==> src/rtl/busy_counter_reader.sv <==
// busy_counter_reader
//
// Readout side for the gam/grad busy-cycle counters. A read request snapshots
// both counters on the same clock edge. The snapshot is then streamed out as
// WORD_W-bit words over a valid/ready interface, least-significant word first:
// gam words first, then grad words. The live counters keep running, and the
// two halves of the readout stay mutually consistent.
//
// Optional feature, enabled by defining BUSY_COUNTER_READER_CHECKSUM_EN:
// one extra word follows the payload. It is the XOR of all payload words, and
// it carries out_last.
//
// Ports:
//   clock              in   system clock, posedge
//   reset              in   asynchronous active-high reset
//   read_req           in   request a snapshot + readout
//   gam_busy_counter   in   live gam count   [CNT_W]
//   grad_busy_counter  in   live grad count  [CNT_W]
//   out_data           out  stream word      [WORD_W]
//   out_valid          out  out_data valid
//   out_ready          in   consumer accepts word when high with out_valid
//   out_last           out  final word of a readout
//   busy               out  readout in progress
//   req_overrun        out  one-cycle pulse: read_req seen while busy (dropped)
module busy_counter_reader #(
  parameter int unsigned CNT_W  = 128,
  parameter int unsigned WORD_W = 32
) (
  input  logic              clock,
  input  logic              reset,
  input  logic              read_req,
  input  logic [CNT_W-1:0]  gam_busy_counter,
  input  logic [CNT_W-1:0]  grad_busy_counter,
  output logic [WORD_W-1:0] out_data,
  output logic              out_valid,
  input  logic              out_ready,
  output logic              out_last,
  output logic              busy,
  output logic              req_overrun
);

  localparam int unsigned NWORDS = 2 * CNT_W / WORD_W;
  localparam int unsigned SNAP_W = 2 * CNT_W;
`ifdef BUSY_COUNTER_READER_CHECKSUM_EN
  localparam int unsigned NTOTAL = NWORDS + 1;
`else
  localparam int unsigned NTOTAL = NWORDS;
`endif
  localparam int unsigned IDX_W = $clog2(NWORDS + 1);
  localparam logic [IDX_W-1:0] LastIdx = IDX_W'(NTOTAL - 1);

  typedef enum logic [0:0] {StIdle, StSend} state_e;

  state_e              state_q, state_d;
  logic [SNAP_W-1:0]   snap_q, snap_d;
  logic [IDX_W-1:0]    idx_q, idx_d;
  logic [WORD_W-1:0]   data_q, data_d;
  logic                valid_q, valid_d;
  logic                last_q, last_d;
  logic                overrun_q, overrun_d;
  logic [SNAP_W-1:0]   live;
  logic [IDX_W-1:0]    nxt_idx;
  logic [WORD_W-1:0]   nxt_word;

  // Word k of the flat snapshot {grad, gam}; k = 0 is gam[WORD_W-1:0].
  function automatic logic [WORD_W-1:0] word_of(input logic [SNAP_W-1:0] v,
                                                 input logic [IDX_W-1:0]  i);
    logic [WORD_W-1:0] w;
    w = '0;
    for (int unsigned k = 0; k < NWORDS; k++) begin
      if (i == IDX_W'(k)) w = v[k*WORD_W +: WORD_W];
    end
    return w;
  endfunction

  assign live = {grad_busy_counter, gam_busy_counter};

`ifdef BUSY_COUNTER_READER_CHECKSUM_EN
  logic [WORD_W-1:0] csum_q, csum_d;

  function automatic logic [WORD_W-1:0] xor_words(input logic [SNAP_W-1:0] v);
    logic [WORD_W-1:0] acc;
    acc = '0;
    for (int unsigned k = 0; k < NWORDS; k++) acc ^= v[k*WORD_W +: WORD_W];
    return acc;
  endfunction
`endif

  assign nxt_idx = idx_q + 1'b1;

  always_comb begin
    nxt_word = word_of(snap_q, nxt_idx);
`ifdef BUSY_COUNTER_READER_CHECKSUM_EN
    if (nxt_idx == IDX_W'(NWORDS)) nxt_word = csum_q;
`endif
  end

  always_comb begin
    state_d   = state_q;
    snap_d    = snap_q;
    idx_d     = idx_q;
    data_d    = data_q;
    valid_d   = valid_q;
    last_d    = last_q;
    overrun_d = 1'b0;
`ifdef BUSY_COUNTER_READER_CHECKSUM_EN
    csum_d    = csum_q;
`endif
    unique case (state_q)
      StIdle: begin
        if (read_req) begin
          // Both counters are captured on the same edge.
          snap_d  = live;
          idx_d   = '0;
          data_d  = live[WORD_W-1:0];
          valid_d = 1'b1;
          last_d  = 1'b0;
          state_d = StSend;
`ifdef BUSY_COUNTER_READER_CHECKSUM_EN
          csum_d  = xor_words(live);
`endif
        end
      end
      StSend: begin
        // A request arriving during a readout, including on the final-transfer
        // edge, is dropped and reported.
        overrun_d = read_req;
        if (out_ready) begin
          if (idx_q == LastIdx) begin
            state_d = StIdle;
            idx_d   = '0;
            data_d  = '0;
            valid_d = 1'b0;
            last_d  = 1'b0;
          end else begin
            idx_d  = nxt_idx;
            data_d = nxt_word;
            last_d = (nxt_idx == LastIdx);
          end
        end
      end
      default: state_d = StIdle;
    endcase
  end

  always_ff @(posedge clock or posedge reset) begin
    if (reset) begin
      state_q <= StIdle;
    end else begin
      state_q <= state_d;
    end
  end

  always_ff @(posedge clock or posedge reset) begin
    if (reset) begin
      snap_q    <= '0;
      idx_q     <= '0;
      data_q    <= '0;
      valid_q   <= 1'b0;
      last_q    <= 1'b0;
      overrun_q <= 1'b0;
    end else begin
      snap_q    <= snap_d;
      idx_q     <= idx_d;
      data_q    <= data_d;
      valid_q   <= valid_d;
      last_q    <= last_d;
      overrun_q <= overrun_d;
    end
  end

`ifdef BUSY_COUNTER_READER_CHECKSUM_EN
  always_ff @(posedge clock or posedge reset) begin
    if (reset) begin
      csum_q <= '0;
    end else begin
      csum_q <= csum_d;
    end
  end
`endif

  assign out_data    = data_q;
  assign out_valid   = valid_q;
  assign out_last    = last_q;
  assign busy        = (state_q == StSend);
  assign req_overrun = overrun_q;

endmodule

==> config.mk <==
export PLATFORM = sky130hd
export DESIGN_NAME = busy_counter_reader
export DESIGN_NICKNAME = d
export VERILOG_FILES = /design/src/rtl/busy_counter_reader.sv
export SDC_FILE = /design/constraint.sdc
export NUM_CORES = 1
export LEC_CHECK = 0
export ABC_CLOCK_PERIOD_IN_PS = 12100
export BUFFER_PORTS_ARGS = -buffer_cell sky130_fd_sc_hd__buf_2
export CAP_MARGIN = 25
export CORE_MARGIN = 10
export CORE_UTILIZATION = 25
export CTS_CLUSTER_DIAMETER = 60
export CTS_CLUSTER_SIZE = 12
export DETAILED_ROUTE_END_ITERATION = 10
export GPL_TIMING_DRIVEN = 0
export PLACE_DENSITY = 0.44
export SETUP_SLACK_MARGIN = 0.02
export SLEW_MARGIN = 20
export SYNTH_ARGS = -nofsm -noshare
export SYNTH_HDL_FRONTEND = slang
export SYNTH_SLANG_ARGS = --single-unit
==> constraint.sdc <==
create_clock -name clock -period 12.1 [get_ports clock]
set_clock_uncertainty 0.1 [all_clocks]
set_input_delay 1.21 -clock clock [delete_from_list [all_inputs] [get_ports clock]]
set_output_delay 1.21 -clock clock [all_outputs]
set_load 0.02 [all_outputs]
==> impl_metrics.env, run 1 <==
export IMPL_worst_ir_drop_vdd_v=0.00009092
export IMPL_antenna_found_initial=23
export IMPL_hold_path_startpoint="snap_q[135]$_DFFE_PP0P_"
export IMPL_cts_tree="yes"
export IMPL_power_leakage_nw=8.846
export IMPL_hp_class="reg2reg"
export IMPL_post_route_drc_count=0
export IMPL_r2r_start="idx_q[1]$_DFFE_PP0P_"
export IMPL_rsz0062_at_grt="no"
export IMPL_rows=86
export IMPL_grt_pass1_wl_um=89420
export IMPL_cts_buffers=37
export IMPL_synth_top_area_frac=0.5286
export IMPL_outcome="complete, no violations"
export IMPL_core_area_mm2=0.05531
export IMPL_htreeDepth=2
export IMPL_slew_viol_final=0
export IMPL_num_vias=13138
export IMPL_clockBufferDepth=3
export IMPL_timing_hold_ws_ps=362.7
export IMPL_globalplace_congestion=0.8633
export IMPL_post_cts_resized=0
export IMPL_p_per_area_mw_per_mm2=283.1
export IMPL_nets=2358
export IMPL_r2r_setup_slack_ps=9200
export IMPL_synth_distinct_cells=34
export IMPL_dp_cells=2802
export IMPL_hold_buffers=0
export IMPL_worstPathRequired_ps=12490
export IMPL_root_buffer="clkbuf_16"
export IMPL_endpoint_kind="flop"
export IMPL_critPathLaunchType="primary input"
export IMPL_gr_total_overflow=0
export IMPL_clk_pin_slew_ps=60
export IMPL_io_pins=296
export IMPL_synth_edff_count=0
export IMPL_synth_ff_type="dfrtp_1"
export IMPL_hold_depth=2
export IMPL_synth_seq_area_share=0.5286
export IMPL_n_fill_cell=6103
export IMPL_viasPerCell=4.578
export IMPL_post_cts_setup_buffer_count=0
export IMPL_hold_violations=0
export IMPL_min_to="snap_q[135]$_DFFE_PP0P_"
export IMPL_fin_crit_sh=0.2475
export IMPL_drive_gt1_frac=0.1865
export IMPL_synthToLayoutAreaGrowth_pct=26.59
export IMPL_netlist_area_mm2=0.01401
export IMPL_period_needed_ps=2995
export IMPL_die_x_um=256.8
export IMPL_routed_wl_um=60810
export IMPL_ys_warn_count=0
export IMPL_async_flop_share=1.000
export IMPL_detail_route_iter0_violations=786
export IMPL_avgSynthCellArea_um2=7.985
export IMPL_synth_common_cells="nand2_1 (904), dfrtp_1 (296), o21ai_0 (94), clkbuf_1 (93), nor2_1 (66)"
export IMPL_synthCells=1755
export IMPL_fin_util=0.3207
export IMPL_dp_hpwl_um=49610
export IMPL_grt_pass1_vias=14239
export IMPL_synthTopCellsByArea="dfrtp_1 (53%), nand2_1 (24%), o21ai_0 (3.4%), clkbuf_1 (2.5%), a221oi_1 (2.0%)"
export IMPL_insertion_delay_ps=550
export IMPL_drt_first_pass_iters=5
export IMPL_drv_cap=0
export IMPL_worst_pin_slew_ps=951.6
export IMPL_synth_top_cell_by_area="dfrtp_1"
export IMPL_wl_per_cell_um=21.19
export IMPL_slew_headroom=0.3656
export IMPL_dieArea_mm2=0.06592
export IMPL_stdcell_count=2870
export IMPL_initial_utilization=0.2534
export IMPL_arrival_ps=3380
export IMPL_ff2ff_path_depth=8
export IMPL_crit_fanout=10
export IMPL_regToRegEndpoint="out_data[3]$_DFFE_PP0P_"
export IMPL_setup_violations=0
export IMPL_final_antenna_net_count=0
export IMPL_portBuffers=294
export IMPL_die_h_um=256.8
export IMPL_synth_nets=2020
export IMPL_yosysMostFrequentCell="nand2_1"
export IMPL_grt_usage=0.1789
export IMPL_fmax_mhz=333.9
export IMPL_synth_seq_cells=296
export IMPL_clock_sinks=296
export IMPL_critPathKind="in2reg"
export IMPL_grt_start_max_net_pins=73
-- registers in the layout (all words and copies together), names as in the netlist --
signal,cells
snap_q,256
busy,1
out_last,1
req_overrun,1
out_valid,1
idx_q,4
out_data,32
-- layout make-up --
type	count	area, µm²	area share
repair buffers	299	1597	0.09000
clock buffers	44	982.2	0.05537
multi-input cells	1324	6027	0.3398
diodes	9	22.52	0.001270
clock inverters	15	181.4	0.01023
inverters	5	26.28	0.001481
plain buffers	130	560.5	0.03160
flip-flops and latches	296	7407	0.4175
well taps	748	935.9	0.05276
-- cells by family after synthesis --
kind of cell / count (synthesis) / synth area share
AO/OA/AOI/OAI: 298 / 0.1403
adder cells (fa/ha/maj): 5 / 0.004464
XOR/XNOR: 2 / 0.001250
buffers and inverters: 135 / 0.04134
AND/OR/NAND/NOR: 1019 / 0.2841
flip-flops: 296 / 0.5286
-- per-stage QoR --
| step | setup TNS, ps | setup WS, ps | cell area [µm²] | total power [mW] |
|---|---|---|---|---|
| 4_1_cts | 0 | 9055 | 17720 | 5.077 |
| 5_1_grt | 0 | 8949 | 17720 | 5.398 |
| 3_3_place_gp | -420450 | -1465 | 16420 | 3.898 |
| 6_report | 0 | 9105 | 17740 | 5.023 |
| 3_5_place_dp | 0 | 8466 | 16550 | 3.943 |
| 2_1_floorplan | 0 | 2614 | 14010 | 3.088 |
-- worst max path at each step --
stage,from,end,slack (ps)
3_5_place_dp,read_req,snap_q[76]$_DFFE_PP0P_,8470
4_1_cts,read_req,snap_q[76]$_DFFE_PP0P_,9050
5_1_grt,read_req,snap_q[72]$_DFFE_PP0P_,8950
2_1_floorplan,reset,busy$_DFF_PP0_,2610
6_report,read_req,snap_q[76]$_DFFE_PP0P_,9110
3_3_place_gp,reset,snap_q[79]$_DFFE_PP0P_,-1460
-- worst max-delay path: stages --
cell and delay, ps:
buf_2 150, nand2b_1 240, clkbuf_1 430, clkbuf_1 640, clkbuf_1 510, nand2_1 120
nand2_1 80
-- power by group --
part	leakage [nW]	internal, mW	total [mW]	switching (mW)
registers	3.69	1.45	1.76	0.309
logic	4.59	0.741	2.16	1.42
clock network	0.572	0.645	1.10	0.457
total	8.85	2.84	5.02	2.19
-- metal layers --
metal,track usage,vias to the layer above,wire length [µm]
met4,0.05259,18,1519
met2,0.3004,342,28840
met5,0,-,116
met1,0.2208,6202,26720
met3,0.04822,92,3611
li1,-,6484,-
-- layout by cell type, fill, tap and decap left out, types with 2 or more instances in the layout --
cell       count
nor2b_1        3
ha_1           5
a22oi_1       32
a21oi_1       32
xor2_1         2
clkbuf_8       3
diode_2        9
and2_1         2
inv_1          3
o21ai_1        4
nand2_1      904
inv_6          3
o21ai_0       94
clkbuf_16     37
nand3_1        5
o31ai_1       34
bufinv_16      3
buf_4          4
a221oi_1      32
buf_6          3
buf_2        322
clkbuf_1      97
inv_8          2
buf_1          2
nor2_1        66
o22ai_1       32
clkinv_4       3
nor3_1         2
buf_16         4
clkinv_2       4
dfrtp_1      296
nand2b_1       2
o32ai_1       32
nand3b_1      33
Power figures use the tool's default switching activity.
==> run 2: changes to the inputs <==
--- a/config.mk
+++ b/config.mk
@@ -5,7 +5,8 @@
 export SDC_FILE = /design/constraint.sdc
 export NUM_CORES = 1
 export LEC_CHECK = 0
-export ABC_CLOCK_PERIOD_IN_PS = 12100
+export ABC_AREA = 1
+export ABC_CLOCK_PERIOD_IN_PS = 2900
 export BUFFER_PORTS_ARGS = -buffer_cell sky130_fd_sc_hd__buf_2
 export CAP_MARGIN = 25
 export CORE_MARGIN = 10
==> constraint.sdc (replaced) <==
create_clock -name clock -period 2.9 [get_ports clock]
set_clock_uncertainty 0.1 [all_clocks]
set_input_delay 0.29 -clock clock [delete_from_list [all_inputs] [get_ports clock]]
set_output_delay 0.29 -clock clock [all_outputs]
set_load 0.02 [all_outputs]
==> run 2 against run 1 <==
  * Wire length is 6.7% higher
  * Critical endpoint is now out_data[28]$_DFFE_PP0P_
  * Critical path depth increased by 5
  * Synthesized area up 3.4%
  * Power increased to 4.4 times the previous value
  * Synthesized cell count is 11% higher
  * Core utilization is 4.5 points higher
  * Sequential cell count is the same
  * Register-to-register slack got worse by 9000 ps
  * Cell area up 19%
  * Cell count grew 16%
  * Combinational power grew to 4.7 times the previous value
  * First-iteration DRC count is 19% higher
==> impl_metrics.env, run 2 <==
export IMPL_detail_route_iter0_violations=934
export IMPL_synthToLayoutAreaGrowth_pct=45.39
export IMPL_core_area_mm2=0.05759
export IMPL_synth_seq_cells=296
export IMPL_synth_top_cell_by_area="dfrtp_1"
export IMPL_slew_viol_final=0
export IMPL_outcome="complete, no violations"
export IMPL_hp_class="in2async"
export IMPL_timing_hold_ws_ps=249.5
export IMPL_grt_pass1_vias=15614
export IMPL_root_buffer="clkbuf_16"
export IMPL_portBuffers=295
export IMPL_p_per_area_mw_per_mm2=1055
export IMPL_clockBufferDepth=3
export IMPL_n_fill_cell=6048
export IMPL_layout_commonest_cell="nand2_1"
export IMPL_dp_hpwl_um=49980
export IMPL_switching_power_mw=9.758
export IMPL_critPathLaunchType="flop"
export IMPL_r2r_start="idx_q[0]$_DFFE_PP0P_"
export IMPL_avgSynthCellArea_um2=7.430
export IMPL_slew_headroom=0.5034
export IMPL_fin_crit_sh=0.9333
export IMPL_cts_tree="yes"
export IMPL_post_route_drc_count=0
export IMPL_worst_pin_slew_ps=744.9
export IMPL_crit_top_cell="nand2_1"
export IMPL_rsz0062_at_grt="no"
export IMPL_synth_seq_area_share=0.5110
export IMPL_arrival_ps=3070
export IMPL_p_clk_frac=0.222
export IMPL_routed_wl_um=64900
export IMPL_yosys_area_share_simple=0.3095
export IMPL_yosysMostFrequentCell="nand2_1"
export IMPL_wl_per_cell_um=19.43
export IMPL_initial_utilization=0.2517
export IMPL_nets=2819
export IMPL_dpl_cell_area_mm2=0.01718
export IMPL_max_stage_delay_ps=470
export IMPL_synthAdderAreaFrac=0.004316
export IMPL_tns_ps=0
export IMPL_crit_fanout=10
export IMPL_path_cells="ha_1 > xnor2_4 > buf_12 > clkbuf_1 > nand4_1 > nand3_1 > nand2_1 > nand4_1 > nand2_1 > nand2_1 > nand2_1 > a21oi_1"
export IMPL_worst_ir_drop_vdd_v=0.0003396
export IMPL_globalplace_congestion=0.8716
export IMPL_cts_buffers=36
export IMPL_drv_cap=0
export IMPL_top_register="snap_q"
export IMPL_grt_start_max_net_pins=34
export IMPL_ys_warn_count=0
export IMPL_viasPerCell=4.407
export IMPL_die_x_um=260.8
export IMPL_synth_distinct_cells=25
export IMPL_clock_sinks=296
export IMPL_gr_total_overflow=0
export IMPL_grt_usage=0.1895
export IMPL_synth_common_cells="nand2_1 (877), dfrtp_1 (296), inv_1 (170), o21ai_0 (166), nand4_1 (128)"
export IMPL_insertion_delay_ps=550
export IMPL_endpoint_kind="flop"
export IMPL_power_leakage_nw=10.67
export IMPL_synthTopCellsByArea="dfrtp_1 (51%), nand2_1 (23%), o21ai_0 (5.7%), nand4_1 (5.5%), inv_1 (4.4%)"
export IMPL_antenna_found_initial=2
export IMPL_swShare=0.4391
export IMPL_io_pins=296
export IMPL_htreeDepth=2
export IMPL_internal_power_mw=12.46
export IMPL_drt_first_pass_iters=5
export IMPL_netlist_area_mm2=0.01450
export IMPL_synth_top_family_by_area="simple AND/OR/NAND/NOR gates"
export IMPL_critPathKind="reg2reg"
export IMPL_worstPathRequired_ps=3270
export IMPL_rows=88
export IMPL_drive_gt1_frac=0.1814
export IMPL_die_h_um=260.8
export IMPL_synth_top_area_frac=0.5110
export IMPL_path_buf_inv=2
export IMPL_cpLargestDelayFamily="simple AND/OR/NAND/NOR gates"
export IMPL_synth_nets=2216
export IMPL_synth_xor_area_frac=0.001899
export IMPL_hold_violations=0
export IMPL_async_flop_share=1.000
export IMPL_layout_cells_most_common_list="nand2_1 (877), buf_2 (329), dfrtp_1 (296), dlygate4sd3_1 (259), inv_1 (169)"
export IMPL_synthCells=1951
export IMPL_final_antenna_net_count=0
export IMPL_synth_ff_type="dfrtp_1"
export IMPL_sequentialPowerShare=0.322
export IMPL_dieArea_mm2=0.06801
export IMPL_grt_pass1_wl_um=96590
export IMPL_period_needed_ps=2707
export IMPL_clk_pin_slew_ps=60
export IMPL_crit_path_start="idx_q[0]$_DFFE_PP0P_"
export IMPL_cp_slowest_cell="dfrtp_1"
export IMPL_post_route_cell_area_mm2=0.02107
export IMPL_synth_compound_area_frac=0.07950
export IMPL_fmax_mhz=369.5
export IMPL_synth_mux_area_frac=0
export IMPL_synth_edff_count=0
export IMPL_setup_violations=0
export IMPL_comb_power_share=0.456
export IMPL_num_vias=14721
export IMPL_largest_register_ffs=256
run 2: cell types whose count changed in the layout (fill, tap and decap cells not counted), sizes merged, moves of 32 or more:
cell	change
o32ai	-32
a221oi	-32
o21ai	+98
inv	+194
nand3	+33
o31ai	-34
dlygate4sd3	+259
nand4	+128
a22oi	-33
nand3b	-33
run 2: worst register-to-register path: stages, from the launching register on:
cell and delay [ps]:
dfrtp_1 470, ha_1 320, xnor2_4 200, buf_12 160, clkbuf_1 350, nand4_1 290, nand3_1 150, nand2_1 90
nand4_1 120, nand2_1 60, nand2_1 60, nand2_1 100, a21oi_1 160
run 2: repair_timing:
| item | CTS | global route |
|---|---|---|
| hold endpoints to repair | 284 | 0 |
| endpoints found under the setup margin | 79 | 40 |
| buffers inserted | 0 | 1 |
| hold buffers | 259 | 0 |
| resized for setup | 10 | 16 |
| pin swaps | 0 | 1 |
run 2: layout make-up:
type | instances | area (µm²) | share of cell area
Inverter | 204 | 774.5 | 0.03675
Multi-Input combinational cell | 1320 | 5733 | 0.2720
Clock inverter | 15 | 261.5 | 0.01241
Timing Repair Buffer | 566 | 4332 | 0.2055
Clock buffer | 43 | 998.5 | 0.04738
Antenna cell | 1 | 2.502 | 0.0001187
Buffer | 130 | 608.1 | 0.02885
Tap cell | 765 | 957.2 | 0.04542
Sequential cell | 296 | 7407 | 0.3515
run 2: kinds of logic (layout without fill, tap and decap cells):
kind of cell / after synthesis / in the layout
buffers and inverters: 335 / 958
flip-flops: 296 / 296
AND/OR/NAND/NOR: 1084 / 1084
adder cells (fa/ha/maj): 5 / 5
other: 0 / 1
XOR/XNOR: 1 / 1
AO/OA/AOI/OAI: 230 / 230
run 2: worst paths after layout:
check | endpoint | depth (start not counted) | slack, ps
max | out_data[28]$_DFFE_PP0P_ | 12 | 190
min reg2reg | snap_q[252]$_DFFE_PP0P_ | 2 | 380
max in group asynchronous | snap_q[207]$_DFFE_PP0P_ | 7 | 1300
min in group clock | snap_q[239]$_DFFE_PP0P_ | 4 | 370
min | snap_q[95]$_DFFE_PP0P_ | 3 | 250
max reg2reg | out_data[28]$_DFFE_PP0P_ | 12 | 190
run 2: metrics by stage:
step,instances,util,power (mW),worst slack [ps]
finish,3340,0.3660,22.22,193.4
global route,3340,0.3660,24.03,56.10
CTS,3339,0.3654,22.32,46.43
detailed placement,3022,0.2983,16.97,-389.3
global placement,3011,0.2940,16.82,-3543
floorplan,1951,-,13.21,-1421
run 2: per-layer routing:
metal | GRT usage | up-vias | wire [µm]
met5 | 0 | - | 0
li1 | - | 7324 | -
met3 | 0.03033 | 132 | 2922
met4 | 0.09188 | 0 | 2972
met2 | 0.3128 | 422 | 30400
met1 | 0.2379 | 6843 | 28610
run 2: power by group through the flow:
stage,combinational [mW],sequential [mW],clock (mW)
6_report,10.1,7.15,4.94
5_1_grt,11.4,7.37,5.22
4_1_cts,10.1,7.14,5.07
3_5_place_dp,9.78,7.18,0
3_3_place_gp,9.64,7.19,0
2_1_floorplan,6.01,7.20,0
==> run 3: changes to the inputs <==
--- a/config.mk
+++ b/config.mk
@@ -9,13 +9,14 @@
 export ABC_CLOCK_PERIOD_IN_PS = 2900
 export BUFFER_PORTS_ARGS = -buffer_cell sky130_fd_sc_hd__buf_2
 export CAP_MARGIN = 25
+export CORE_ASPECT_RATIO = 1.2
 export CORE_MARGIN = 10
-export CORE_UTILIZATION = 25
+export CORE_UTILIZATION = 51
 export CTS_CLUSTER_DIAMETER = 60
 export CTS_CLUSTER_SIZE = 12
 export DETAILED_ROUTE_END_ITERATION = 10
 export GPL_TIMING_DRIVEN = 0
-export PLACE_DENSITY = 0.44
+export PLACE_DENSITY = 0.76
 export SETUP_SLACK_MARGIN = 0.02
 export SLEW_MARGIN = 20
 export SYNTH_ARGS = -nofsm -noshare
==> run 3 against run 2 <==
  * Via count grew 6.2%
  * First-iteration DRC count grew 83%
  * Sequential cell count is the same
  * Non-clock buffer count is the same
  * Worst hold slack lost 120 ps
  * Sequential share of layout area grew 1.7 points
  * Count of clock-buffer cells in the layout shrank 10
  * Global-route usage grew 13 points
  * Die area shrank 48%
  * Critical path type unchanged
  * Highest routed layer unchanged
==> impl_metrics.env, run 3 (synthesis gave the netlist of run 2 again) <==
export IMPL_outcome="complete, no violations"
export IMPL_layout_cells_most_common_list="nand2_1 (876), buf_2 (327), dfrtp_1 (296), dlygate4sd3_1 (259), inv_1 (169)"
export IMPL_root_buffer="clkbuf_16"
export IMPL_fin_crit_sh=0.9598
export IMPL_endpoint_kind="flop"
export IMPL_cp_endpoint="snap_q[36]$_DFFE_PP0P_"
export IMPL_viasPerCell=5.328
export IMPL_detail_route_iter0_violations=1707
export IMPL_antenna_found_initial=6
export IMPL_crit_path_start="busy$_DFF_PP0_"
export IMPL_clockBufferDepth=3
export IMPL_top_register="snap_q"
export IMPL_post_route_drc_count=0
export IMPL_worst_pin_slew_ps=1020
export IMPL_core_area_mm2=0.02800
export IMPL_slew_headroom=0.3200
export IMPL_critPathKind="reg2reg"
export IMPL_rows=67
export IMPL_setup_violations=0
export IMPL_crit_cells=7
export IMPL_hold_violations=0
export IMPL_die_x_um=173.9
export IMPL_critPathLaunchType="flop"
export IMPL_crit_fanout=10
export IMPL_p_per_area_mw_per_mm2=1026
export IMPL_layout_commonest_cell="nand2_1"
export IMPL_worstPathRequired_ps=3290
export IMPL_drive_gt1_frac=0.1717
export IMPL_r2r_start="busy$_DFF_PP0_"
export IMPL_fmax_mhz=359.3
export IMPL_die_h_um=204.7
export IMPL_largest_register_ffs=256
export IMPL_initial_utilization=0.5177
export IMPL_routed_wl_um=58250
export IMPL_fin_util=0.7178
export IMPL_insertion_delay_ps=550
export IMPL_path_buf_inv=4
export IMPL_drt_first_pass_iters=6
export IMPL_cts_buffers=29
export IMPL_final_antenna_net_count=0
export IMPL_hp_class="in2async"
export IMPL_grt_pass1_vias=16343
export IMPL_ff2ff_path_depth=7
export IMPL_cpLargestDelayFamily="buffers and inverters"
export IMPL_tns_ps=0
export IMPL_period_needed_ps=2783
export IMPL_cp_slowest_cell="clkbuf_1"
export IMPL_dieArea_mm2=0.03559
export IMPL_num_vias=15639
export IMPL_gr_total_overflow=0
export IMPL_portBuffers=295
export IMPL_synthToLayoutAreaGrowth_pct=38.65
export IMPL_htreeDepth=1
export IMPL_nets=2812
export IMPL_drv_cap=0
export IMPL_r2r_setup_slack_ps=120
export IMPL_globalplace_congestion=0.9526
export IMPL_dp_hpwl_um=40670
export IMPL_max_stage_delay_ps=790
export IMPL_arrival_ps=3180
export IMPL_io_pins=296
export IMPL_slew_viol_final=0
export IMPL_grt_start_max_net_pins=34
export IMPL_clock_sinks=296
export IMPL_grt_usage=0.3220
export IMPL_regToRegEndpoint="snap_q[36]$_DFFE_PP0P_"
export IMPL_wl_per_cell_um=19.84
export IMPL_clk_pin_slew_ps=60
export IMPL_power_leakage_nw=10.40
export IMPL_path_cells="inv_1 > nand2_2 > clkinvlp_4 > clkbuf_1 > clkbuf_1 > nand2_1 > nand2_1"
export IMPL_rsz0062_at_grt="no"
export IMPL_cts_tree="yes"
export IMPL_grt_pass1_wl_um=90580
export IMPL_worst_ir_drop_vdd_v=0.0005512
==> run 3: cell count changes in the layout (fill, tap and decap cells not counted), sizes merged <==
cell,previous run,this run
bufinv,7,0
clkbuf,123,113
clkinv,8,2
clkinvlp,1,3
diode,1,5
inv,203,201
==> run 3: where the power goes <==
part	switching, mW	leakage, nW	internal [mW]
Clock	1.56	0.390	1.86
Sequential	1.11	3.65	6.11
Combinational	6.68	6.36	3.28
Total	9.35	10.4	11.3
==> run 3: worst min-delay path: stages <==
cell           delay, ps
dlygate4sd3_1        530
buf_2                130
clkinvlp_4           220
==> run 3: final cells by class <==
class	count	area, µm²
fill	2224	7901
sequential	296	7407
multi-input combinational	1320	5733
timing repair buffer	565	4297
clock buffer	33	780.7
inverter	204	775.7
buffer	131	605.6
tap	379	474.2
clock inverter	2	12.51
antenna	5	12.51
==> run 3: routing by layer <==
layer | vias up | global-route usage | part of all wire
li1 | 7293 | - | -
met1 | 7310 | 0.3924 | 0.39
met2 | 838 | 0.5408 | 0.48
met3 | 198 | 0.05635 | 0.077
met4 | 0 | 0.1663 | 0.051
met5 | - | 0 | 0
==> run 3: worst min-delay path by stage <==
| stage | slack, ps | cells past startpoint | from | end |
|---|---|---|---|---|
| final | 130 | 3 | reset | snap_q[35]$_DFFE_PP0P_ |
| after global routing | 150 | 3 | reset | snap_q[33]$_DFFE_PP0P_ |
| after CTS | 130 | 3 | reset | snap_q[63]$_DFFE_PP0P_ |
| after detailed placement | 160 | 2 | reset | snap_q[35]$_DFFE_PP0P_ |
| after global placement | 360 | 2 | snap_q[187]$_DFFE_PP0P_ | snap_q[187]$_DFFE_PP0P_ |
| after floorplan | 290 | 2 | read_req | req_overrun$_DFF_PP0_ |
==> run 3: timing repair <==
item | CTS | global route
buffers inserted | 0 | 1
hold endpoints to repair | 351 | 0
endpoints found under the setup margin | 16 | 85
gates resized for setup | 2 | 20
hold buffers | 259 | 0
gates cloned | 0 | 0
pin swaps | 0 | 1
==> run 3: through the flow <==
step                setup slack (ps)  total power, mW  std cells  hold slack (ps)  instance area, µm²
floorplan                      -1421            13.21       1951            293.9               14500
global placement               -3155            16.17       2625            356.7               16450
detailed placement            -24.61            16.45       2635            161.6               16660
CTS                            31.94            20.18       2929            130.9               20050
global route                   28.30            22.08       2935            152.6               20100
finish                         116.6            20.61       2935            128.9               20100
